**src/rtl/regfile_2r1w.sv**
```systemverilog
// 32 x 64-bit register file: one write port, two registered read ports with
// valid strobes and same-edge write bypass. Entry 0 always reads as zero.
module regfile_2r1w #(
    parameter int ADDR_W = 5,
    parameter int DATA_W = 64
) (
    input  logic              CLK,
    input  logic              Reset,
    input  logic              WrEn,
    input  logic [ADDR_W-1:0] WrAddr,
    input  logic [DATA_W-1:0] WrData,
    input  logic              RdEnA,
    input  logic [ADDR_W-1:0] RdAddrA,
    output logic [DATA_W-1:0] RdDataA,
    output logic              RdValidA,
    input  logic              RdEnB,
    input  logic [ADDR_W-1:0] RdAddrB,
    output logic [DATA_W-1:0] RdDataB,
    output logic              RdValidB
);

    localparam int DEPTH = 1 << ADDR_W;

    logic [DATA_W-1:0] mem [DEPTH];
    logic [DATA_W-1:0] next_a;
    logic [DATA_W-1:0] next_b;

    // Resolve one read: address 0 is constant zero, a same-edge write wins over storage.
    function automatic logic [DATA_W-1:0] read_word(
        input logic [ADDR_W-1:0] addr,
        input logic [DATA_W-1:0] stored,
        input logic              wr_en,
        input logic [ADDR_W-1:0] wr_addr,
        input logic [DATA_W-1:0] wr_data
    );
        logic [DATA_W-1:0] word;
        word = '0;
        if (addr != '0) begin
            if (wr_en && (wr_addr == addr)) word = wr_data;
            else                            word = stored;
        end
        return word;
    endfunction

    always_comb begin
        next_a = read_word(RdAddrA, mem[RdAddrA], WrEn, WrAddr, WrData);
        next_b = read_word(RdAddrB, mem[RdAddrB], WrEn, WrAddr, WrData);
    end

    // Entry 0 is never written, so it stays at its reset value of zero.
    always_ff @(posedge CLK or posedge Reset) begin
        if (Reset) begin
            for (int i = 0; i < DEPTH; i++) mem[i] <= '0;
        end else if (WrEn && (WrAddr != '0)) begin
            mem[WrAddr] <= WrData;
        end
    end

    // Read data holds between requests; only the valid strobe drops when idle.
    always_ff @(posedge CLK or posedge Reset) begin
        if (Reset) begin
            RdDataA  <= '0;
            RdValidA <= 1'b0;
            RdDataB  <= '0;
            RdValidB <= 1'b0;
        end else begin
            RdValidA <= RdEnA;
            RdValidB <= RdEnB;
            if (RdEnA) RdDataA <= next_a;
            if (RdEnB) RdDataB <= next_b;
        end
    end

endmodule

```
**config.mk**
```make
export PLATFORM = sky130hd
export DESIGN_NAME = regfile_2r1w
export DESIGN_NICKNAME = d
export VERILOG_FILES = /design/src/rtl/regfile_2r1w.sv
export SDC_FILE = /design/constraint.sdc
export NUM_CORES = 2
export LEC_CHECK = 0
export CORE_ASPECT_RATIO = 0.7
export CORE_UTILIZATION = 46
export DETAILED_ROUTE_END_ITERATION = 10
export GPL_TIMING_DRIVEN = 0
export MAX_ROUTING_LAYER = met4
export PLACE_DENSITY = 0.7
export SYNTH_ARGS = -nofsm -noshare
export SYNTH_HDL_FRONTEND = slang
export SYNTH_SLANG_ARGS = --single-unit
```
**constraint.sdc**
```tcl
create_clock -name CLK -period 139.3 [get_ports CLK]
set_input_delay 41.79 -clock CLK [delete_from_list [all_inputs] [get_ports CLK]]
set_output_delay 41.79 -clock CLK [all_outputs]
set_load 0.005 [all_outputs]
```
# Yosys cells after proc, flatten, opt, wreduce, memory -nomap -nowiden

Index checks and enable logic that the tools add are counted.

Register bits: 2178
Input bits: 84
Output and inout bits: 130
Word-level logic and storage cells: 65

Order comparisons: 4
Equality and inequality tests: 2
Mux-type cells: 13
Bitwise operators: 3
Reductions and logical operators: 7

Operator list:

| kind                                                        | count |
|---|---|
| bitwise mux 2048 bit                                        | 1 |
| binary-select mux 64 bit (select 5 bit)                     | 2 |
| 2-to-1 mux 64 bit                                           | 9 |
| demux 64 bit (select 5 bit)                                 | 1 |
| greater-or-equal comparator 6 bit (second input constant)   | 3 |
| inverter 5 -> 6 bit                                         | 3 |
| nonzero test 5 bit                                          | 3 |
| equality test 5 bit                                         | 2 |
| less-than comparator 6 x 1 -> 1 bit (second input constant) | 1 |
| logical AND 1 bit                                           | 4 |

# Logic depth before layout (Yosys ltp)

Word-level depth: 6
Mapped depth: 9
Gate-level depth less buffers: 5

# Worst setup path after synthesis

No wires, ideal clock.

Kind: input port to flip-flop
From: input port RdAddrB[2]
To: register RdDataB[31]
Arrival: 43.568 ns
Slack: 95.606 ns
Stages: 6
Buffers on the path: 2
Path through: buf_2 > clkbuf_1 > mux4_2 > a22oi_1 > nand3_1 > a221o_1

Word-level cells in the longest chain between the ends: 6

RTL lines:

| what                                                  | RTL line | source |
|---|---|---|
| from (decl)                                           | 17       | `input logic [ADDR_W-1:0] RdAddrB,` |
| inverter 5 -> 6 bit (implied by the code)             | 47       | `next_b = read_word(RdAddrB, mem[RdAddrB], WrEn, WrAddr, WrData);` |
| binary-select mux 64 bit (select 5 bit)               | 47       |  |
| 2-to-1 mux 64 bit (implied by the code) (2 in series) | 47       |  |
| 2-to-1 mux 64 bit                                     | 39       | `if (wr_en && (wr_addr == addr)) word = wr_data;` |
| 2-to-1 mux 64 bit *                                   | 38       | `if (addr != '0) begin` |
| to (signal assigned)                                  | 70       | `if (RdEnB) RdDataB <= next_b;` |
| to (decl)                                             | 18       | `output logic [DATA_W-1:0] RdDataB,` |

Every way passes the cells marked *; elsewhere a longest branch is shown, timed or not. The select of a mux whose other input is x is not followed.
A chain may end at the register's enable or synchronous reset.

# Final worst setup path

From: input port RdAddrB[4]
To: register RdDataB[14]

Same word-level chain as after synthesis.

==> results by group <==
Logic synthesis
  – EDFF count, synth: 0
  – Netlist cell types: 52
  – Syn Std Cell Area: 112000 um2
  – Synth area leaders: dfrtp_1 49%, mux4_2 21%, mux2_2 20%
  – Top-count cell post-synth: dfrtp_1
  – Register area share after synthesis: 48.6%
  – Total of warnings raised by yosys: 0
  – Mapped Cells: 7236
  – Main synth FF type: dfrtp_1
  – Top post-synthesis cells by count: 2178 x dfrtp_1, 1989 x mux2_2, 1026 x mux4_2
  – Flops & latches, synth: 2178
  – Synth area leader: dfrtp_1
  – Post-Syn Area per Cell: 15.5 um2
  – Ys async rst share: 100%
  – Mapped Nets: 7320
  – Yosys top cell area share: 48.6%

Setup path
  – Critical Path Sink Type: flip-flop
  – Crit path buf inv count: 5
  – Data required time of the worst path: 140.05 ns
  – Crit Path Category: in2reg
  – Slowest stage cell on the critical path: clkbuf_1
  – Cell Chain, Critical Path: clkdlybuf4s50_1, buf_2, nor2b_1, clkbuf_1, nand2_1, buf_2, clkbuf_1, o22ai_1, a211oi_1, a221o_1
  – Critical Path Start Type: input pin
  – Worst path max stage delay: 1.09 ns
  – Worst-path fanout max: 10
  – WP data arrival: 46.90 ns
  – Delay-heaviest family, CP: buffers and inverters

Layout
  – Final Non-Filler Cells: 11100
  – Layout Utilization: 52.3%
  – Multi-input logic area: 54000 um2
  – Fillcell total: 19500
  – FF/Latch Area: 54500 um2
  – Final Cell Area: 127000 um2
  – Share of cells above drive strength 1: 47.6%
  – Layout area overhead: 12.8%
  – # nets final: 7774

Status
  – Failing checks: capacitance limit, slew limit
  – Outcome: finished with violations

Clock network
  – Total CTS buffers: 217
  – Hold-fix buffers at CTS: 0
  – Worst-path clk slew: 0.06 ns
  – Worst-Skew Late Latency: 0.89 ns
  – CTS tree: done
  – Clock sink count: 2178
  – Post-CTS resize count: 0
  – Max H-tree Level: 4
  – Setup repair bufs after CTS: 0
  – Clk root buf: clkbuf_16
  – Clock tree buffer depth: 3

Global route
  – Vias in the first global route: 75700
  – Met2 GRT Util: 42.8%
  – GR Util met1: 44.2%
  – Largest net degree at the start of global routing: 135
  – Total track usage: 32.6%
  – Grt peak-use layer: met1
  – Initial antenna violation count: 31
  – Grt ovf: 0
  – First-pass GRT wire length: 557000 um
  – Met3 Usage GRT: 14.1%

Drt
  – Post-Route WL: 388000 um
  – Final ANT Viol Nets: 0
  – Vias per inst: 6.80
  – Pre-Repair DR Iteration Count: 8
  – Residual DRC count: 0
  – Wire per inst: 34.8 um
  – First DRT Iteration DRCs: 9653
  – Vias: 75700

Place
  – Dpl cell area: 119000 um2
  – Dpl hpwl: 287000 um
  – GP Congestion: 0.982
  – I/O Buffers: 202
  – DP Cell Count: 10700

Timing
  – Final Skew: 0.0408 ns
  – Final setup fails: 0
  – Max_slew headroom: -10.4%
  – Setup TNS Final: 0 ns
  – Tcrit/Tclk final: 33.1%
  – Final Hold Viols: 0
  – Slew Viols, Final: 56
  – Post-layout min period: 46.15 ns
  – RSZ-0062 raised after global routing: no
  – Worst-margin pin slew: 1.65 ns
  – Fmax: 21.7 MHz

Power and ir drop
  – Max VDD drop: 0.0151 mV
  – Total power draw: 1.84 mW
  – Pwr dens: 14.5 nW/um2
  – Lkg Pwr: 53.7 nW

Floorplanning
  – DIE AREA: 246000 um2
  – Ports: 214
  – CORE AREA: 242000 um2
  – Rows: 151
  – Initial Utilization: 46.3%
  – Die Width: 592 um
  – Chip height: 415 um

Hold path
  – Worst min path class: reg2reg

Job
  – Max cap viols: 11
## routing by layer
layer  vias up  wire [um]
met3       886      53900
li1      29200          -
met5         -          0
met2      4862     161000
met4         0      16400
met1     40800     157000
## cells by family after synthesis
family                 share of synthesized area [%]
multiplexers                                    41.7
flip-flops                                      48.6
buffers and inverters                           3.39
AO/OA/AOI/OAI                                   4.31
AND/OR/NAND/NOR                                 1.94
XOR/XNOR                                      0.0780
## power breakdown
part           switching (mW)  total [mW]  internal (mW)
Sequential             0.0926       0.844          0.751
Clock                   0.264       0.613          0.349
Combinational           0.161       0.382          0.221
## flip-flops by register name, indices dropped and copies added, names as in the netlist
register / count
mem: 2048
RdValidB: 1
RdDataB: 64
RdValidA: 1
RdDataA: 64
## worst paths after layout
check / startpoint / endpoint / slack, ns / cells past startpoint
max: RdAddrB[4] / RdDataB[14] / 93.15 / 10
min: mem[2016] / mem[2016] / 0.48 / 1
max reg2reg: mem[561] / RdDataB[49] / 137.18 / 4
min reg2reg: mem[2016] / mem[2016] / 0.48 / 1
max in group asynchronous: Reset / mem[1569] / 94.40 / 8
min in group asynchronous: Reset / mem[64] / 41.37 / 2
## final cells by class
cell class                 instances  area share, %
multi-input combinational       4206           42.6
antenna                           58          0.115
buffer                           850           3.00
clock inverter                    60          0.662
sequential                      2178           43.0
timing repair buffer             235           2.23
clock buffer                     335           5.12
tap                             3213           3.18
inverter                           2         0.0119
## placed cells by master (no fill, tap or decap), drive strengths merged, types with 2 or more instances in the layout
master,Yosys,final
a211oi,121,121
a21oi,69,69
a221o,121,121
a22oi,175,175
a311oi,2,2
and2,2,2
buf,344,377
bufinv,0,16
clkbuf,506,841
clkdlybuf4s50,0,202
clkinv,0,33
clkinvlp,0,2
dfrtp,2178,2178
diode,0,58
inv,2,11
mux2,1989,1989
mux2i,133,133
mux4,1026,1026
nand2,82,82
nand2b,5,5
nand3,118,118
nand3b,5,5
nor2,27,27
nor2b,138,138
nor3,11,11
nor3b,6,6
o21ai,6,6
o221ai,2,2
o22ai,129,129
o31ai,2,2
o32ai,4,4
o41ai,2,2
or2,5,5
or3b,2,2
or4,3,3
xnor2,6,6
xor2,4,4
## stage by stage
stage,hold slack (ns),worst slack (ns)
after floorplan,0.441,35.98
after global placement,0.453,13.14
after detailed placement,0.464,92.74
after CTS,0.480,93.65
after global routing,0.497,93.57
final,0.477,93.15
(Power assumes the default switching activity.)
